==> src/rtl/prbs_sat_counter.sv <==
// Saturating up-counter with synchronous clear; clear wins over increment.
module prbs_sat_counter #(
    parameter int CNT_W = 32
) (
    input  logic             i_clk,
    input  logic             i_reset,
    input  logic             i_inc,
    input  logic             i_clr,
    output logic [CNT_W-1:0] o_count
);

    logic [CNT_W-1:0] r_count;

    always_ff @(posedge i_clk) begin
        if (i_reset || i_clr) begin
            r_count <= '0;
        end else if (i_inc && (r_count != '1)) begin
            r_count <= r_count + CNT_W'(1);
        end
    end

    assign o_count = r_count;

endmodule

==> config.mk <==
export PLATFORM = sky130hd
export DESIGN_NAME = prbs_sat_counter
export DESIGN_NICKNAME = d
export VERILOG_FILES = /design/src/rtl/prbs_sat_counter.sv
export SDC_FILE = /design/constraint.sdc
export NUM_CORES = 1
export LEC_CHECK = 0
export CAP_MARGIN = 40
export CORE_ASPECT_RATIO = 1.2
export CORE_MARGIN = 2
export CORE_UTILIZATION = 45
export DETAILED_ROUTE_END_ITERATION = 10
export PLACE_DENSITY = 0.82
export RECOVER_POWER = 25
export SLEW_MARGIN = 20
export SYNTH_ARGS = -nofsm -noshare
export SYNTH_HDL_FRONTEND = slang
export SYNTH_SLANG_ARGS = --single-unit
==> constraint.sdc <==
create_clock -name i_clk -period 2.1 [get_ports i_clk]
set_clock_uncertainty 0.2 [all_clocks]
set_input_delay 0.63 -clock i_clk [delete_from_list [all_inputs] [get_ports i_clk]]
set_output_delay 0.63 -clock i_clk [all_outputs]
set_load 0.02 [all_outputs]
==> flow_summary_export.csv, run 1 <==
group,metric,value,unit
run_status,violations,"negative setup slack",
grt,overflow,0,
min_path,hp-start,"o_count[17]$_SDFFE_PP0P_",
detailed_routing,dr.pass1.iters,6,
logic_synthesis,yosysSeqAreaShare,38.10,%
placement,place.gp.congestion,0.8045,
logic_synthesis,synth_async_sr_flop_share,0,%
detailed_routing,drtAntennaViolNets,0,
layout,register_area,673.1,µm²
timing,layout_setup_ws,-13.95,ps
clock_tree,numCtsBuffers,5,
logic_synthesis,ys_ff_latch,32,
floorplanning,die_w,59.81,µm
timing,rsz0062_at_grt,"true",
logic_synthesis,syn_avg_cell_area,8.897,µm²
grt,grt_first_pass_wirelength,8921,µm
grt,grt_max_degree,23,
run,drv_cap,0,
run_status,status,"finished with violations",
min_path,hold_depth,2,
logic_synthesis,synth_fa_ha_area_share,0.7440,%
layout,layout_common_cells,"buf_4 (56), dlygate4sd2_1 (33), a21oi_1 (20)",
clock_tree,clk_latency,300,ps
floorplanning,initial_core_util,46.67,%
layout,diodes,0,
power,pwr-share-clk,43.3,%
clock_tree,holdBufCountCts,0,
layout,drive_gt1_share,47.46,%
timing,fin_crit_sh,100.7,%
floorplanning,dieArea,4244,µm²
placement,port_buffers,35,
worst_setup_path,worstSetupEndpointType,"flop",
grt,grt_use_total,27.68,%
worst_setup_path,r2r_cells,6,
logic_synthesis,yosys_warnings,0,
placement,placed_cells,312,
layout,fillCellCount,265,
logic_synthesis,synth_compound_area_share,24.70,%
timing,period_minus_slack,2114,ps
clock_tree,clock_path_buffers,2,
worst_setup_path,path_class,"reg2reg",
worst_setup_path,worstPathArrival,2090,ps
timing,max_freq,473.0,MHz
detailed_routing,routedWlPerCell,18.70,µm
worst_setup_path,critPathLaunch,"o_count[23]$_SDFFE_PP0P_",
timing,setup_tns,-20.66,ps
power,ir_drop,487.1,µV
timing,final-hold-violation-count,0,
worst_setup_path,cp.required,2080,ps
floorplanning,rows,24,
timing,slew_headroom,69.30,%
floorplanning,dieHeight,70.97,µm
power,seqPwrFrac,51.1,%
timing,tightest_slew,460.5,ps
placement,dpl.hpwl,3215,µm
power,p_leak,0.001180,µW
logic_synthesis,synth_fp_nets,194,
power,p_per_area,415.5,nW/µm²
timing,setup_viol,2,
worst_setup_path,r2r_start,"o_count[23]$_SDFFE_PP0P_",
logic_synthesis,synth_top_family_by_area,"simple AND/OR/NAND/NOR gates",
worst_setup_path,r2r_end,"o_count[9]$_SDFFE_PP0P_",
logic_synthesis,synth_cells,189,
timing,maxSlewViolCount,0,
min_path,holdCritPathClass,"reg2reg",
layout,nets,299,
logic_synthesis,synth.distinct_cells,36,
floorplanning,io_pins,36,
layout,final_cells,334,
detailed_routing,viasPerCell,6.090,
placement,place_area,2482,µm²
layout,postLayoutCellArea,2845,µm²
clock_tree,clock_sink_count,32,
detailed_routing,drt_iter0_drc,191,
layout,final_common_cell,"buf_4",
logic_synthesis,synth-edff-count,0,
clock_tree,cts_root_buf,"clkbuf_8",
detailed_routing,wl,6246,µm
clock_tree,cts_tree,"done",
grt,grt_pass1_vias,1961,
power,pwr-share-comb,5.6,%
worst_setup_path,cp-start-kind,"flop",
layout,largest_register_ffs,32,
power,p_switching,286.9,µW
logic_synthesis,synth_xor_xnor_area_share,1.042,%
logic_synthesis,synth_area,1682,µm²
power,p_sw_share,24.27,%
detailed_routing,route.vias.total,2034,
floorplanning,core_area,3603,µm²
layout,multiInputGateArea,1094,µm²
timing,fin_hold_ws,328.5,ps
min_path,hold-path-endpoint,"o_count[17]$_SDFFE_PP0P_",
detailed_routing,drcViolationCount,0,
power,p_int,895.3,µW
logic_synthesis,synth_flop_cell,"dfxtp_1",
grt,antenna_found_initial,0,
worst_setup_path,cp_max_fo,8,
logic_synthesis,yosys.area_share.simple,30.06,%
clock_tree,cts_max_level,2,
logic_synthesis,muxShareOfSynthArea,0.5952,%
layout,synthToLayoutAreaGrowth,69.20,%
clock_tree,path_clk_slew,70,ps
worst_setup_path,r2r_setup_slack,-10,ps
## worst max-delay path: stages, from the launching register on
cell     delay, ps
dfxtp_2        360
nand2_2         90
or4_4          560
buf_6          140
o31ai_4        390
or3_1          180
a21oi_1         70
## logic make-up (layout without fill, tap and decap cells)
kind of cell,count (synthesis),in the layout
AO/OA/AOI/OAI,61,62
adder cells (fa/ha/maj),1,1
buffers and inverters,12,117
flip-flops,32,32
XOR/XNOR,2,2
multiplexers,1,1
AND/OR/NAND/NOR,80,80
## timing repair
action / CTS / global route
pin swaps: 5 / 18
resized for setup: 45 / 41
endpoints found under the setup margin: 55 / 29
buffers inserted: 4 / 11
cloned: 2 / 0
## synthesized netlist by cell type (2+ instances only)
| cell type | number | area (µm²) |
|---|---|---|
| dfxtp_1 | 32 | 640.6 |
| a21oi_1 | 22 | 110.1 |
| or3_1 | 15 | 93.84 |
| nand2_1 | 12 | 45.04 |
| nand3_1 | 11 | 55.05 |
| o21ai_0 | 10 | 50.05 |
| o31ai_1 | 9 | 67.56 |
| or4_1 | 9 | 67.56 |
| nand4_1 | 8 | 50.05 |
| o21ai_1 | 8 | 40.04 |
| a21oi_2 | 7 | 61.31 |
| and4_1 | 4 | 35.03 |
| buf_6 | 4 | 45.04 |
| inv_1 | 4 | 15.01 |
| nor2_1 | 4 | 15.01 |
| or3_2 | 4 | 30.03 |
| clkbuf_1 | 3 | 11.26 |
| and3_2 | 2 | 15.01 |
| and4_4 | 2 | 22.52 |
| nand2_2 | 2 | 12.51 |
| o31ai_4 | 2 | 42.54 |
## power groups by stage
stage	clock [µW]	combinational, µW	sequential (µW)
after floorplan	0	23.9	625
after global placement	0	51.5	623
after detailed placement	0	52.2	623
after CTS	508	58.9	606
after global routing	549	68.1	604
final	512	66.1	604
## how the worst max path moves through the flow
stage                                     endpoint  slack, ps  cells after the start
final                      o_count[9]$_SDFFE_PP0P_        -10                      6
after floorplan            o_count[1]$_SDFFE_PP0P_         10                      8
after detailed placement  o_count[17]$_SDFFE_PP0P_       -310                      5
after global routing      o_count[13]$_SDFFE_PP0P_        -80                      7
after CTS                 o_count[17]$_SDFFE_PP0P_          7                      7
after global placement    o_count[19]$_SDFFE_PP0P_       -290                      5
## layout make-up
type                       instances  share of cell area [%]
clock inverter                     2                  0.3518
tap                               39                   1.715
timing repair buffer             105                   32.41
sequential                        32                   23.66
multi-input combinational        146                   38.43
clock buffer                       6                   2.902
inverter                           4                  0.5277
## metal layers
metal,vias up,global-route usage [%],share of wire (%)
met5,-,0,0
met1,977,30.65,38
met3,25,8.775,5.7
li1,940,-,-
met2,92,45.89,53
met4,0,14.81,3.4
## stage by stage
stage	util, %	total power (µW)	setup WS [ps]
2_1_floorplan	-	649.3	12.76
3_3_place_gp	68.89	674.1	-294.3
3_5_place_dp	68.89	674.9	-312.1
4_1_cts	73.65	1173	6.746
5_1_grt	78.96	1221	-78.48
6_report	78.96	1182	-13.95
(Power assumes the default switching activity.)
==> inputs of run 2 (changes only) <==
--- a/config.mk
+++ b/config.mk
@@ -10,9 +10,11 @@
 export CORE_MARGIN = 2
 export CORE_UTILIZATION = 45
 export DETAILED_ROUTE_END_ITERATION = 10
+export HOLD_SLACK_MARGIN = 0.08
 export PLACE_DENSITY = 0.82
 export RECOVER_POWER = 25
 export SLEW_MARGIN = 20
 export SYNTH_ARGS = -nofsm -noshare
 export SYNTH_HDL_FRONTEND = slang
 export SYNTH_SLANG_ARGS = --single-unit
+export TNS_END_PERCENT = 50
==> constraint.sdc (replaced) <==
create_clock -name i_clk -period 2.1 [get_ports i_clk]
set_clock_uncertainty 0.2 [all_clocks]
set_input_delay 0.315 -clock i_clk [delete_from_list [all_inputs] [get_ports i_clk]]
set_output_delay 0.315 -clock i_clk [all_outputs]
set_load 0.02 [all_outputs]
==> run 2 against run 1 <==
  * The run now ends clean
  * Design area shrank 13%
  * Register-to-register slack gained 97 ps
  * Critical path depth grew 1
  * Sequential power grew 0.8%
  * Via count shrank 13%
  * Sequential share of layout area grew 2.7 points
  * Critical endpoint is now o_count[27]$_SDFFE_PP0P_
  * Highest routed layer unchanged
  * Clock-buffer cell count is the same
  * Clock power shrank 15%
  * Combinational power shrank 33%
==> flow_summary_export.csv, run 2 (synthesis gave the netlist of run 1 again) <==
group,metric,value,unit
layout,layout_common_cells,"buf_4 (44), dfxtp_1 (23), a21oi_1 (22)",
floorplanning,dieArea,4244,µm²
floorplanning,rows,24,
power,p_per_area,440.8,nW/µm²
layout,final_common_cell,"buf_4",
run,drv_cap,0,
grt,overflow,0,
clock_tree,path_clk_slew,60,ps
grt,grt_use_total,21.54,%
worst_setup_path,cp.required,2110,ps
min_path,holdCritPathClass,"reg2reg",
clock_tree,clock_path_buffers,2,
timing,max_freq,495.8,MHz
clock_tree,cts_max_level,2,
floorplanning,dieHeight,70.97,µm
run_status,status,"finished clean",
clock_tree,cts_root_buf,"clkbuf_8",
timing,final-hold-violation-count,0,
worst_setup_path,endpoint,"o_count[27]$_SDFFE_PP0P_",
detailed_routing,drt_iter0_drc,69,
worst_setup_path,path_class,"reg2reg",
detailed_routing,route.vias.total,1772,
detailed_routing,drcViolationCount,0,
timing,slew_headroom,54.20,%
layout,fillCellCount,312,
worst_setup_path,r2r_start,"o_count[10]$_SDFFE_PP0P_",
timing,setup_viol,0,
layout,synthToLayoutAreaGrowth,47.17,%
layout,drive_gt1_share,33.09,%
detailed_routing,viasPerCell,5.753,
placement,place.gp.congestion,0.7880,
floorplanning,core_area,3603,µm²
worst_setup_path,worstSetupEndpointType,"flop",
detailed_routing,wl,4202,µm
timing,fin_crit_sh,96.05,%
timing,rsz0062_at_grt,"false",
layout,diodes,0,
floorplanning,io_pins,36,
timing,period_minus_slack,2017,ps
placement,port_buffers,35,
clock_tree,clock_sink_count,32,
placement,dpl.hpwl,3098,µm
detailed_routing,dr.pass1.iters,6,
floorplanning,die_w,59.81,µm
timing,tightest_slew,687.0,ps
worst_setup_path,critPathLaunch,"o_count[10]$_SDFFE_PP0P_",
power,ir_drop,364.3,µV
worst_setup_path,r2r_cells,7,
detailed_routing,drtAntennaViolNets,0,
placement,placed_cells,298,
timing,maxSlewViolCount,0,
grt,grt_pass1_vias,1657,
grt,grt_first_pass_wirelength,7051,µm
power,totalPowerFinal,1091,µW
layout,final_cells,308,
power,p_leak,0.0008611,µW
worst_setup_path,cp-start-kind,"flop",
layout,largest_register_ffs,32,
clock_tree,numCtsBuffers,5,
layout,nets,274,
grt,antenna_found_initial,0,
clock_tree,holdBufCountCts,0,
floorplanning,initial_core_util,46.67,%
worst_setup_path,r2r_setup_slack,80,ps
detailed_routing,routedWlPerCell,13.64,µm
clock_tree,clk_latency,280,ps
clock_tree,cts_tree,"done",
worst_setup_path,worstPathArrival,2030,ps
worst_setup_path,r2r_end,"o_count[27]$_SDFFE_PP0P_",
worst_setup_path,cp_max_fo,10,
grt,grt_max_degree,33,
[run 2: power by group]
group	total (µW)	internal [µW]	switching (µW)
clock network	437	225	213
logic	44.3	18.6	25.8
registers	609	608	0.711
total	1090	852	239
[run 2: layer usage]
layer / up-vias / wire length [µm] / share of wire [%] / global-route usage (%)
met5: - / 0 / 0 / 0
met4: 0 / 93 / 2.2 / 9.136
met3: 12 / 168 / 4.0 / 5.667
met2: 43 / 2081 / 50 / 36.11
met1: 829 / 1858 / 44 / 25.28
li1: 888 / - / - / -
[run 2: through the flow]
stage	hold WS, ps	worst slack, ps	setup TNS, ps	instance area (µm²)	utilization (%)
global placement	285.1	13.41	0	2365	65.63
global route	341.3	0.1594	0	2475	68.68
floorplan	272.3	12.76	0	1695	-
detailed placement	298.8	-39.62	-53.10	2365	65.63
CTS	308.9	21.85	0	2457	68.19
finish	303.0	83.05	0	2475	68.68
[run 2: worst min-delay path by stage]
| stage | from | endpoint | slack [ps] | cells after the start |
|---|---|---|---|---|
| after global placement | o_count[30]$_SDFFE_PP0P_ | o_count[30]$_SDFFE_PP0P_ | 290 | 2 |
| final | o_count[27]$_SDFFE_PP0P_ | o_count[27]$_SDFFE_PP0P_ | 300 | 2 |
| after global routing | o_count[27]$_SDFFE_PP0P_ | o_count[27]$_SDFFE_PP0P_ | 340 | 2 |
| after CTS | o_count[27]$_SDFFE_PP0P_ | o_count[27]$_SDFFE_PP0P_ | 310 | 2 |
| after detailed placement | o_count[27]$_SDFFE_PP0P_ | o_count[27]$_SDFFE_PP0P_ | 300 | 2 |
| after floorplan | i_inc | o_count[16]$_SDFFE_PP0P_ | 270 | 2 |
[run 2: worst max-delay path, cell delays in order, from the launching register on]
cell and delay, ps:
dfxtp_1 340, and4_4 250, buf_4 140, and2_1 160
o311ai_4 100, buf_4 180, or4_1 430, a21oi_2 140
[run 2: cell type report]
cell class                 instances  area, µm²  area share, %
timing repair buffer              81      711.9          28.77
multi-input combinational        145      969.7          39.18
sequential                        32      651.9          26.34
inverter                           4      15.01         0.6067
tap                               39      48.80          1.972
clock inverter                     1      5.005         0.2022
clock buffer                       6      72.57          2.932
[run 2: repair_timing]
action	in CTS	in global routing
endpoints found under the hold margin	0	0
setup buffers	2	1
pin swaps	1	1
setup endpoints to repair	2	6
resized for setup	0	4
cloned	0	0
